`config.mk`:
```
export PLATFORM = sky130hd
export DESIGN_NAME = cv32e41s_rvfi_data_obi_tracker
export DESIGN_NICKNAME = d
export VERILOG_FILES = /design/src/rtl/cv32e41s_rvfi_data_obi_tracker.sv
export SDC_FILE = /design/constraint.sdc
export NUM_CORES = 1
export LEC_CHECK = 0
export ABC_AREA = 1
export CAP_MARGIN = 20
export CELL_PAD_IN_SITES_DETAIL_PLACEMENT = 0
export CELL_PAD_IN_SITES_GLOBAL_PLACEMENT = 2
export CORE_ASPECT_RATIO = 0.75
export CORE_MARGIN = 10
export CORE_UTILIZATION = 31
export DETAILED_ROUTE_END_ITERATION = 12
export PLACE_DENSITY_LB_ADDON = 0.1
export SLEW_MARGIN = 0
export SYNTH_ARGS = -nofsm -noshare
export SYNTH_HDL_FRONTEND = slang
export SYNTH_SLANG_ARGS = --single-unit
```
`constraint.sdc`:
```
create_clock -name clk -period 6.1 [get_ports clk]
set_input_delay 1.83 -clock clk [delete_from_list [all_inputs] [get_ports clk]]
set_output_delay 1.83 -clock clk [all_outputs]
set_load 0.01 [all_outputs]
```
`src/rtl/cv32e41s_rvfi_data_obi_tracker.sv`:
```
// RVFI data-side OBI tracker: pairs in-order OBI responses with their granted requests.
// Optional per-entry grant-to-rvalid latency counters: define CV32E41S_RVFI_OBI_LATENCY_EN.
`timescale 1ns/1ps

module cv32e41s_rvfi_data_obi_tracker #(
  parameter int unsigned DATA_WIDTH = 32,
  parameter int unsigned ADDR_WIDTH = 32,
  parameter int unsigned DEPTH      = 2
) (
  input  logic                         clk,
  input  logic                         rst,
  input  logic                         req_i,
  input  logic                         gnt_i,
  input  logic [ADDR_WIDTH-1:0]        addr_i,
  input  logic                         we_i,
  input  logic [DATA_WIDTH/8-1:0]      be_i,
  input  logic [DATA_WIDTH-1:0]        wdata_i,
  input  logic                         rvalid_i,
  input  logic [DATA_WIDTH-1:0]        rdata_i,
  input  logic                         err_i,
  output logic                         trans_valid_o,
  output logic [ADDR_WIDTH-1:0]        trans_addr_o,
  output logic                         trans_we_o,
  output logic [DATA_WIDTH/8-1:0]      trans_be_o,
  output logic [DATA_WIDTH-1:0]        trans_wdata_o,
  output logic [DATA_WIDTH-1:0]        trans_rdata_o,
  output logic                         trans_err_o,
  output logic [$clog2(DEPTH+1)-1:0]   outstanding_o,
  output logic                         overflow_o,
  output logic                         orphan_o
`ifdef CV32E41S_RVFI_OBI_LATENCY_EN
  ,
  output logic [15:0]                  trans_latency_o
`endif
);

  localparam int unsigned BE_W  = DATA_WIDTH / 8;
  localparam int unsigned OFS_W = $clog2(BE_W);
  localparam int unsigned CNT_W = $clog2(DEPTH + 1);
  localparam int unsigned PTR_W = (DEPTH > 1) ? $clog2(DEPTH) : 1;

  localparam logic [CNT_W-1:0] FullCnt = CNT_W'(DEPTH);
  localparam logic [PTR_W-1:0] LastPtr = PTR_W'(DEPTH - 1);

  // FIFO storage (no reset needed: occupancy is tracked by count_q)
  logic [ADDR_WIDTH-1:0] addr_mem  [DEPTH];
  logic                  we_mem    [DEPTH];
  logic [BE_W-1:0]       be_mem    [DEPTH];
  logic [DATA_WIDTH-1:0] wdata_mem [DEPTH];

  logic [PTR_W-1:0] wr_ptr_q, rd_ptr_q;
  logic [CNT_W-1:0] count_q, count_d;
  logic             overflow_q, orphan_q;

  logic push, pop, push_ok, empty, full;

  logic                  trans_valid_q;
  logic [ADDR_WIDTH-1:0] trans_addr_q;
  logic                  trans_we_q;
  logic [BE_W-1:0]       trans_be_q;
  logic [DATA_WIDTH-1:0] trans_wdata_q, trans_rdata_q;
  logic                  trans_err_q;

  logic [ADDR_WIDTH-1:0] rd_addr;
  logic                  rd_we;
  logic [BE_W-1:0]       rd_be;
  logic [DATA_WIDTH-1:0] rd_wdata;
  logic [OFS_W-1:0]      ofs;
  logic [BE_W-1:0]       be_rot;
  logic [DATA_WIDTH-1:0] wdata_rot, rdata_rot;

  function automatic logic [DATA_WIDTH-1:0] rotr_bytes(input logic [DATA_WIDTH-1:0] d,
                                                       input logic [OFS_W-1:0]      k);
    int unsigned sh;
    sh = 8 * int'(k);
    // A shift by DATA_WIDTH yields zero, so k == 0 degenerates to d.
    return (d >> sh) | (d << (DATA_WIDTH - sh));
  endfunction

  assign push    = req_i & gnt_i;
  assign empty   = (count_q == '0);
  assign full    = (count_q == FullCnt);
  assign pop     = rvalid_i & ~empty;
  // A pop in the same cycle frees the slot, so a full FIFO can still accept.
  assign push_ok = push & (~full | pop);

  always_comb begin
    count_d = count_q;
    if (push_ok && !pop) begin
      count_d = count_q + CNT_W'(1);
    end else if (!push_ok && pop) begin
      count_d = count_q - CNT_W'(1);
    end
  end

  always_ff @(posedge clk) begin
    if (rst) begin
      wr_ptr_q   <= '0;
      rd_ptr_q   <= '0;
      count_q    <= '0;
      overflow_q <= 1'b0;
      orphan_q   <= 1'b0;
    end else begin
      if (push_ok) begin
        wr_ptr_q <= (wr_ptr_q == LastPtr) ? '0 : wr_ptr_q + PTR_W'(1);
      end
      if (pop) begin
        rd_ptr_q <= (rd_ptr_q == LastPtr) ? '0 : rd_ptr_q + PTR_W'(1);
      end
      count_q <= count_d;
      if (push && full && !pop) begin
        overflow_q <= 1'b1;
      end
      if (rvalid_i && empty) begin
        orphan_q <= 1'b1;
      end
    end
  end

  always_ff @(posedge clk) begin
    if (push_ok) begin
      addr_mem[wr_ptr_q]  <= addr_i;
      we_mem[wr_ptr_q]    <= we_i;
      be_mem[wr_ptr_q]    <= be_i;
      wdata_mem[wr_ptr_q] <= wdata_i;
    end
  end

  always_comb begin
    rd_addr   = addr_mem[rd_ptr_q];
    rd_we     = we_mem[rd_ptr_q];
    rd_be     = be_mem[rd_ptr_q];
    rd_wdata  = wdata_mem[rd_ptr_q];
    ofs       = rd_addr[OFS_W-1:0];
    be_rot    = rd_be >> ofs;
    wdata_rot = rd_we ? rotr_bytes(rd_wdata, ofs) : '0;
    rdata_rot = rotr_bytes(rdata_i, ofs);
    for (int j = 0; j < BE_W; j++) begin
      if (!be_rot[j]) begin
        rdata_rot[8*j +: 8] = 8'h00;
      end
    end
  end

  always_ff @(posedge clk) begin
    if (rst) begin
      trans_valid_q <= 1'b0;
      trans_addr_q  <= '0;
      trans_we_q    <= 1'b0;
      trans_be_q    <= '0;
      trans_wdata_q <= '0;
      trans_rdata_q <= '0;
      trans_err_q   <= 1'b0;
    end else begin
      trans_valid_q <= pop;
      if (pop) begin
        trans_addr_q  <= rd_addr;
        trans_we_q    <= rd_we;
        trans_be_q    <= be_rot;
        trans_wdata_q <= wdata_rot;
        trans_rdata_q <= rdata_rot;
        trans_err_q   <= err_i;
      end
    end
  end

`ifdef CV32E41S_RVFI_OBI_LATENCY_EN
  logic [15:0] lat_mem [DEPTH];
  logic [15:0] lat_q;
  logic [15:0] lat_pop;

  // Counters of free slots also run; they are cleared when the slot is pushed.
  always_ff @(posedge clk) begin
    for (int i = 0; i < DEPTH; i++) begin
      if (push_ok && (wr_ptr_q == PTR_W'(i))) begin
        lat_mem[i] <= '0;
      end else if (lat_mem[i] != 16'hFFFF) begin
        lat_mem[i] <= lat_mem[i] + 16'd1;
      end
    end
  end

  // The counter lags the grant by one cycle; add it back at pop time.
  assign lat_pop = (lat_mem[rd_ptr_q] == 16'hFFFF) ? 16'hFFFF : lat_mem[rd_ptr_q] + 16'd1;

  always_ff @(posedge clk) begin
    if (rst) begin
      lat_q <= '0;
    end else if (pop) begin
      lat_q <= lat_pop;
    end
  end

  assign trans_latency_o = lat_q;
`endif

  assign trans_valid_o = trans_valid_q;
  assign trans_addr_o  = trans_addr_q;
  assign trans_we_o    = trans_we_q;
  assign trans_be_o    = trans_be_q;
  assign trans_wdata_o = trans_wdata_q;
  assign trans_rdata_o = trans_rdata_q;
  assign trans_err_o   = trans_err_q;
  assign outstanding_o = count_q;
  assign overflow_o    = overflow_q;
  assign orphan_o      = orphan_q;

endmodule

```
==> impl_metrics.toml, run 1 <==
[logic_synthesis]
yosysSeqAreaShare = 0.583
yosysMostFrequentCell = "nand2_1"
synth_fp_nets = 1395
async_flop_share = 0
yosysTopAreaCellShare = 0.381
synth_top_cells_by_count = "nand2_1, edfxtp_1, nand3_1"
syn-cell-area_mm2 = 0.0109
syn_avg_cell_area_um2 = 8.46
ys_warn_count = 0
syn_inst = 1286
synth_area_leaders = "edfxtp_1, dfxtp_1, nand2_1, nand3_1, a21oi_1"
yosys.area.top_type = "edfxtp_1"
synth-edff-count = 138
ys_types = 28
ys_seq_elements = 248
ys.flop_type = "edfxtp_1"

[finish]
fin_nets = 1571
drive_gt1_frac = 0.0526
n_fill_cell = 3592
area_growth_syn_to_layout_pct = 30.4

[power]
irDropWorstVdd_v = 0.000215
leakagePower_uw = 0.00546
powerDensity_mw_per_mm2 = 359

[sta]
whs_ns = 0.447
slew-limit-headroom = 0.309
finalCriticalPeriod_ns = 3.95
max_slew.worst_pin.slew_ns = 1.04
rsz0062_at_grt = "false"
fin_skew_ns = 0.00753
max_clock_freq_ghz = 0.253
finalMaxSlewViolations = 0
period_share = 0.648
final-setup-viol-count = 0
hold_viol = 0
finalSetupTns_ns = 0

[global_route]
grt_start_max_net_pins = 108
antenna_found_initial = 1
grtUsageTotal = 0.157
grt_overflow = 0
grt_pass1_wl_mm = 53.4
grt_pass1_vias = 8860

[detailed_routing]
vias = 9011
dr.pass1.iters = 5
drt_iter0_drc = 529
postRouteAntennaNets = 0
via_per_inst = 4.64
wl_per_cell_um = 18.1
drc = 0
routed_wl_mm = 35.1

[run]
drv_cap = 0

[placement]
portBuffers = 213
gp_congestion = 0.746
place_hpwl_mm = 23.5

[setup_path]
critical_path_required_ns = 6.57
path_common_cell = "nand2_1"
critPathMaxFanout = 72
worstPathCellList = "buf_4 -> nand2_1 -> nand2_4 -> ha_1 -> inv_2 -> nor2_2 -> buf_4 -> nand2_1 -> nand3_1 -> nand2_1 -> a21oi_1"
endpoint_kind = "register"
critical_path_class = "reg -> reg"
crit_slowest_cell = "buf_4"
slowest_delay_ns = 0.63
critPathArrivalTime_ns = 4.43
worstSetupStartpointType = "register"

[die]
dieWidth_um = 236
pin_count = 214
die_h_um = 182
core-area_mm2 = 0.0347
fp-row-count = 59
die-area_mm2 = 0.0431
initial_utilization = 0.314

[cts]
clkSinkCount = 248
holdBufCountCts = 0
cts_root_buffer = "clkbuf_16"
cts_tree = "yes"
clk_latency_ns = 0.55
cts-resized-gates = 0
path_clk_slew_ns = 0.06
cts_buffers = 28
post_cts_buffers = 0
htree_levels = 1
clock_path_buffers = 3

[outcome]
status = "completed"

[min_path]
hp-class = "reg -> reg"
final cells by class:
class / instances / area [µm²] / area share
timing repair buffer: 224 / 2230 / 0.157
clock inverter: 10 / 87.6 / 0.00617
clock buffer: 42 / 785 / 0.0553
antenna: 1 / 2.50 / 0.000176
inverter: 55 / 211 / 0.0149
tap: 457 / 572 / 0.0403
multi-input combinational: 905 / 3960 / 0.279
sequential: 248 / 6350 / 0.447
critical path: cells and delay by family, from the launching register on:
kind                       cells  cell delay [ns]
adders and majority gates      1             0.49
AOI/OAI and AO/OA              1             0.15
DFF                            1             0.34
buffers and inverters          3             1.18
and+or+nand+nor                6             1.54
cell families after synthesis:
kind of cell,count (synthesis),synth area share
compound gates,172,0.0862
fa+ha+maj,2,0.00230
buf+inv,133,0.0561
flops,248,0.583
simple gates,731,0.272
layout by cell type (no fill, tap or decap), drive strengths merged:
master | Yosys | layout
nand2 | 577 | 577
clkdlybuf4s50 | 0 | 212
edfxtp | 138 | 138
nand3 | 111 | 111
dfxtp | 110 | 110
a21oi | 85 | 85
inv | 55 | 55
o21ai | 52 | 52
clkbuf | 31 | 42
nor2 | 36 | 36
a31oi | 32 | 32
buf | 47 | 12
nand3b | 5 | 5
clkinv | 0 | 5
clkinvlp | 0 | 4
o211ai | 2 | 2
ha | 2 | 2
diode | 0 | 1
nor3 | 1 | 1
a211oi | 1 | 1
or2 | 1 | 1
bufinv | 0 | 1
registers in the layout, summed over array words and instances (netlist names), 4 cells and up, named ones only:
signal         flops
trans_addr_o      32
addr_mem          64
trans_be_o         4
wdata_mem         64
trans_rdata_o     32
trans_wdata_o     32
be_mem             8
report_power, final:
part | internal [µW] | switching (µW)
combinational | 523 | 958
clock | 930 | 680
sequential | 1920 | 71.9
total | 3380 | 1710
per-stage QoR:
step,worst slack [ns],std cells,total power (µW),area (µm²),util
floorplan,0.597,1286,2940,10900,-
global placement,1.98,1888,3550,13300,0.383
detailed placement,1.95,1888,3540,13300,0.383
CTS,2.14,1940,5170,14200,0.408
global route,1.74,1942,5400,14200,0.409
finish,2.15,1942,5090,14200,0.409
path summary, 6_finish.rpt:
check,from,endpoint,slack [ns],cells past startpoint
worst max-delay path,register,trans_rdata_o[16],2.15,11
worst min register to register,rd_ptr_q,register,0.45,1
worst min-delay path,rd_ptr_q,register,0.45,1
worst max register to register,register,trans_rdata_o[16],2.15,11
metal layers:
metal / vias up / routed length (µm) / part of all wire / global-route usage
met4: 0 / 669 / 0.019 / 0.0348
met1: 4203 / 15700 / 0.45 / 0.197
met2: 165 / 17300 / 0.49 / 0.275
met5: - / 0 / 0 / 0
met3: 44 / 1410 / 0.040 / 0.0275
li1: 4599 / - / - / -
(Power assumes the default switching activity.)
==> run 2, diff against run 1 <==
--- a/config.mk
+++ b/config.mk
@@ -11,7 +11,7 @@
 export CELL_PAD_IN_SITES_GLOBAL_PLACEMENT = 2
 export CORE_ASPECT_RATIO = 0.75
 export CORE_MARGIN = 10
-export CORE_UTILIZATION = 31
+export CORE_UTILIZATION = 28
 export DETAILED_ROUTE_END_ITERATION = 12
 export PLACE_DENSITY_LB_ADDON = 0.1
 export SLEW_MARGIN = 0
==> constraint.sdc (replaced) <==
create_clock -name clk -period 3.6 [get_ports clk]
set_input_delay 1.08 -clock clk [delete_from_list [all_inputs] [get_ports clk]]
set_output_delay 1.08 -clock clk [all_outputs]
set_load 0.01 [all_outputs]
==> impl_metrics.toml, run 2 (same netlist as run 1, synthesis figures left out) <==
[finish]
n_fill_cell = 3942
area_growth_syn_to_layout_pct = 33.6
register_area_mm2 = 0.00635
mostFrequentLayoutCells = "nand2_1, clkdlybuf4s50_1, edfxtp_1"
largestRegisters = "addr_mem: 64 flops, wdata_mem: 64 flops"
multiInputGateArea_mm2 = 0.00396
final_common_cell = "nand2_1"
antenna_cells = 0
fin_nets = 1582
drive_gt1_frac = 0.0663

[cts]
post_cts_buffers = 0
clkSinkCount = 248
clock_path_buffers = 3
cts-resized-gates = 0
path_clk_slew_ns = 0.07
clk_latency_ns = 0.55
cts_root_buffer = "clkbuf_16"
cts_buffers = 27
cts_tree = "yes"
htree_levels = 1
holdBufCountCts = 0

[global_route]
grt_overflow = 0
antenna_found_initial = 0
grt_start_max_net_pins = 73
grtUsageTotal = 0.150
grt_pass1_wl_mm = 55.1
grt_pass1_vias = 8996

[setup_path]
critPathMaxFanout = 34
endpoint_kind = "register"
slowest_delay_ns = 0.55
critical_path_required_ns = 4.08
reg2reg_slack_ns = 0.90
worstPathCellList = "inv_4 -> nand2_2 -> o21ai_4 -> inv_4 -> ha_1 -> inv_2 -> nor2_2 -> buf_4 -> nand3_1 -> o211ai_1 -> nand2_1 -> a21oi_1"
reg2reg_to = "trans_rdata_o[28]"
critical_path_class = "reg -> reg"
r2r_cells = 12
path_common_cell = "inv_4"
worstSetupStartpointType = "register"
critPathArrivalTime_ns = 3.18
crit_slowest_cell = "ha_1"

[power]
p_seq_frac = 0.372
p_sw_uw = 2950
powerDensity_mw_per_mm2 = 624
pwr-share-clk = 0.347
leakagePower_uw = 0.00563
power.share.switching = 0.325
internal-power_uw = 6130
irDropWorstVdd_v = 0.000431
share_comb_of_total_power = 0.281

[die]
dieWidth_um = 248
pin_count = 214
die_h_um = 191
core-area_mm2 = 0.0383
die-area_mm2 = 0.0472
initial_utilization = 0.284
fp-row-count = 62

[min_path]
hp-class = "reg -> reg"
hold_depth = 1
hp-start = "rd_ptr_q"

[detailed_routing]
vias = 9060
via_per_inst = 4.52
routed_wl_mm = 36.1
wl_per_cell_um = 18.0
dr.pass1.iters = 5
drt_iter0_drc = 400
drc = 0
postRouteAntennaNets = 0

[sta]
hold_viol = 0
fin_skew_ns = 0.00731
slew-limit-headroom = 0.406
finalSetupTns_ns = 0
period_share = 0.751
max_slew.worst_pin.slew_ns = 0.891
finalMaxSlewViolations = 0
rsz0062_at_grt = "false"
final-setup-viol-count = 0
max_clock_freq_ghz = 0.370
finalCriticalPeriod_ns = 2.70
whs_ns = 0.441

[placement]
portBuffers = 213
place_hpwl_mm = 24.5
gp_congestion = 0.752

[outcome]
status = "completed"

[run]
drv_cap = 0
==> run 2: changes by cell type in the layout (fill, tap and decap cells not counted), sizes merged <==
cell	previous run	this run
inv	55	58
clkinvlp	4	1
buf	12	24
diode	1	0
clkbuf	42	35
bufinv	1	6
==> run 2: cell type report <==
type	instances	area share
Multi-Input combinational cell	905	0.272
Timing Repair Buffer	236	0.162
Clock inverter	15	0.0166
Sequential cell	248	0.437
Clock buffer	35	0.0534
Tap cell	512	0.0441
Inverter	55	0.0145
==> run 2: worst max path at each step <==
| stage | slack, ns | from | to | cells past startpoint |
|---|---|---|---|---|
| finish | 0.90 | register | trans_rdata_o[28] | 12 |
| global route | 0.58 | register | trans_rdata_o[28] | 12 |
| CTS | 0.81 | register | trans_rdata_o[28] | 12 |
| detailed placement | 0.51 | rvalid_i | outstanding_o[1] | 10 |
| global placement | 0.50 | rvalid_i | outstanding_o[1] | 10 |
| floorplan | 0.0005 | rvalid_i | addr_mem[1][0] | 4 |
==> run 2: layer usage <==
| layer | part of all wire | GRT usage |
|---|---|---|
| met2 | 0.51 | 0.270 |
| met3 | 0.036 | 0.0246 |
| met4 | 0.015 | 0.0286 |
| met1 | 0.44 | 0.186 |
| met5 | 0 | 0 |
==> run 2: critical path, delay by kind of cell, from the launching register on <==
| kind | cells | cell delay (ns) |
|---|---|---|
| AO/OA/AOI/OAI | 3 | 0.35 |
| adder cells (fa/ha/maj) | 1 | 0.55 |
| buffers and inverters | 4 | 0.91 |
| flip-flops | 1 | 0.34 |
| AND/OR/NAND/NOR | 4 | 0.46 |
==> run 2: stage by stage <==
| step | utilization | total power [µW] | area, µm² | setup slack (ns) | cells |
|---|---|---|---|---|---|
| 2_1_floorplan | - | 4990 | 10900 | 0.000450 | 1286 |
| 3_3_place_gp | 0.353 | 6070 | 13500 | 0.505 | 1956 |
| 3_5_place_dp | 0.353 | 6060 | 13500 | 0.510 | 1956 |
| 4_1_cts | 0.379 | 9250 | 14500 | 0.814 | 2006 |
| 5_1_grt | 0.379 | 9640 | 14500 | 0.585 | 2006 |
| 6_report | 0.379 | 9080 | 14500 | 0.896 | 2006 |
==> run 2: power groups by stage <==
stage	combinational [µW]	clock [µW]	sequential, µW
after global routing	2880	3360	3400
final	2550	3150	3380
after floorplan	1490	0	3490
after CTS	2620	3240	3390
after global placement	2630	0	3440
after detailed placement	2620	0	3440
==> run 3, diff against run 2 <==
--- a/config.mk
+++ b/config.mk
@@ -11,7 +11,7 @@
 export CELL_PAD_IN_SITES_GLOBAL_PLACEMENT = 2
 export CORE_ASPECT_RATIO = 0.75
 export CORE_MARGIN = 10
-export CORE_UTILIZATION = 28
+export CORE_UTILIZATION = 31
 export DETAILED_ROUTE_END_ITERATION = 12
 export PLACE_DENSITY_LB_ADDON = 0.1
 export SLEW_MARGIN = 0
==> constraint.sdc (replaced) <==
create_clock -name clk -period 2.6 [get_ports clk]
set_input_delay 0.78 -clock clk [delete_from_list [all_inputs] [get_ports clk]]
set_output_delay 0.78 -clock clk [all_outputs]
set_load 0.01 [all_outputs]
==> impl_metrics.toml, run 3 (same netlist as run 1, synthesis figures left out) <==
[power]
power.share.switching = 0.336
internal-power_uw = 8130
p_sw_uw = 4110
share_comb_of_total_power = 0.300
pwr-share-clk = 0.318
powerDensity_mw_per_mm2 = 842
irDropWorstVdd_v = 0.000589
leakagePower_uw = 0.00565
p_seq_frac = 0.383

[global_route]
grt_start_max_net_pins = 73
grtUsageTotal = 0.162
antenna_found_initial = 1
grt_pass1_wl_mm = 55.2
grt_pass1_vias = 9204
grt_overflow = 0

[placement]
dpl_worst_slack_ns = 0.0696
dpl_cell_area_mm2 = 0.0136
gp_congestion = 0.789
placedCellCount = 1912
place_hpwl_mm = 25.0
portBuffers = 213

[finish]
drive_gt1_frac = 0.0678
antenna_cells = 0
final_common_cell = "nand2_1"
multiInputGateArea_mm2 = 0.00396
area_growth_syn_to_layout_pct = 33.5
instances_no_fill = 1962
register_area_mm2 = 0.00635
postLayoutCoreUtil = 0.419
fin_nets = 1593
n_fill_cell = 3534
mostFrequentLayoutCells = "nand2_1, clkdlybuf4s50_1, edfxtp_1"
finalInstanceArea_mm2 = 0.0145
largestRegisters = "addr_mem: 64 flops, wdata_mem: 64 flops"

[setup_path]
worstPathCellList = "clkdlybuf4s50_1"
reg2reg_slack_ns = 0.27
critPathMaxFanout = 4
critPathArrivalTime_ns = 1.56
r2r_cells = 13
reg2reg_to = "trans_wdata_o[3]"
critPathBufInv = 1
critical_path_required_ns = 1.82
slowest_delay_ns = 0.59
critical_path_class = "reg -> out"
endpoint_kind = "output port"
critical-path-top-delay-family = "buffers and inverters"
crit_slowest_cell = "clkdlybuf4s50_1"
worstSetupStartpointType = "register"

[cts]
htree_levels = 1
cts_root_buffer = "clkbuf_16"
cts_tree = "yes"
cts-resized-gates = 0
post_cts_buffers = 0
clk_latency_ns = 0.57
clock_path_buffers = 3
cts_buffers = 27
clkSinkCount = 248
holdBufCountCts = 0
path_clk_slew_ns = 0.06

[sta]
fin_ws_ns = 0.259
max_slew.worst_pin.slew_ns = 0.879
period_share = 0.901
whs_ns = 0.461
rsz0062_at_grt = "false"
finalMaxSlewViolations = 0
final-setup-viol-count = 0
slew-limit-headroom = 0.414
finalCriticalPeriod_ns = 2.34
max_clock_freq_ghz = 0.427
hold_viol = 0
fin_skew_ns = 0.0171

[min_path]
hp-class = "reg -> reg"
hp-start = "rd_ptr_q"
hold_depth = 1
holdPathEnd = "rd_ptr_q"

[die]
pin_count = 214
fp-row-count = 59
core-area_mm2 = 0.0347
dieWidth_um = 236
die-area_mm2 = 0.0431
initial_utilization = 0.314
die_h_um = 182

[detailed_routing]
vias = 9141
routed_wl_mm = 35.6
dr.pass1.iters = 4
wl_per_cell_um = 18.1
drc = 0
postRouteAntennaNets = 0
drt_iter0_drc = 522
via_per_inst = 4.66

[outcome]
status = "completed"

[run]
drv_cap = 0
run 3: final cells by class:
class,instances,area share
clock buffers,32,0.0478
clock inverters,18,0.0134
inverters,55,0.0146
multi-input cells,905,0.272
flip-flops and latches,248,0.437
well taps,457,0.0393
repair buffers,247,0.176
run 3: metal layers:
metal,global-route usage,vias up,share of wire
li1,-,4649,-
met1,0.200,4299,0.44
met2,0.285,144,0.49
met3,0.0335,47,0.042
met4,0.0348,2,0.020
met5,0,-,0.00034
run 3: stage by stage:
step	setup TNS (ns)	total power, µW
2_1_floorplan	-95.79	6900
3_3_place_gp	0	8530
3_5_place_dp	0	8520
4_1_cts	0	12500
5_1_grt	0	13000
6_report	0	12200
run 3: how the worst max path moves through the flow:
stage / startpoint / end / slack, ns / depth (start not counted)
6_report: outstanding_o[1] / outstanding_o[1] / 0.26 / 1
5_1_grt: register / trans_wdata_o[3] / 0.04 / 13
4_1_cts: trans_we_o / trans_we_o / 0.19 / 1
3_5_place_dp: rvalid_i / wdata_mem[1][2] / 0.07 / 7
3_3_place_gp: rvalid_i / outstanding_o[1] / 0.09 / 10
2_1_floorplan: rvalid_i / addr_mem[1][0] / -0.70 / 4
run 3: power by group through the flow:
stage          registers [µW]  logic, µW  clock network, µW
2_1_floorplan            4840       2070                  0
3_3_place_gp             4770       3760                  0
3_5_place_dp             4770       3750                  0
4_1_cts                  4690       3760               4010
5_1_grt                  4720       4130               4170
6_report                 4680       3670               3890
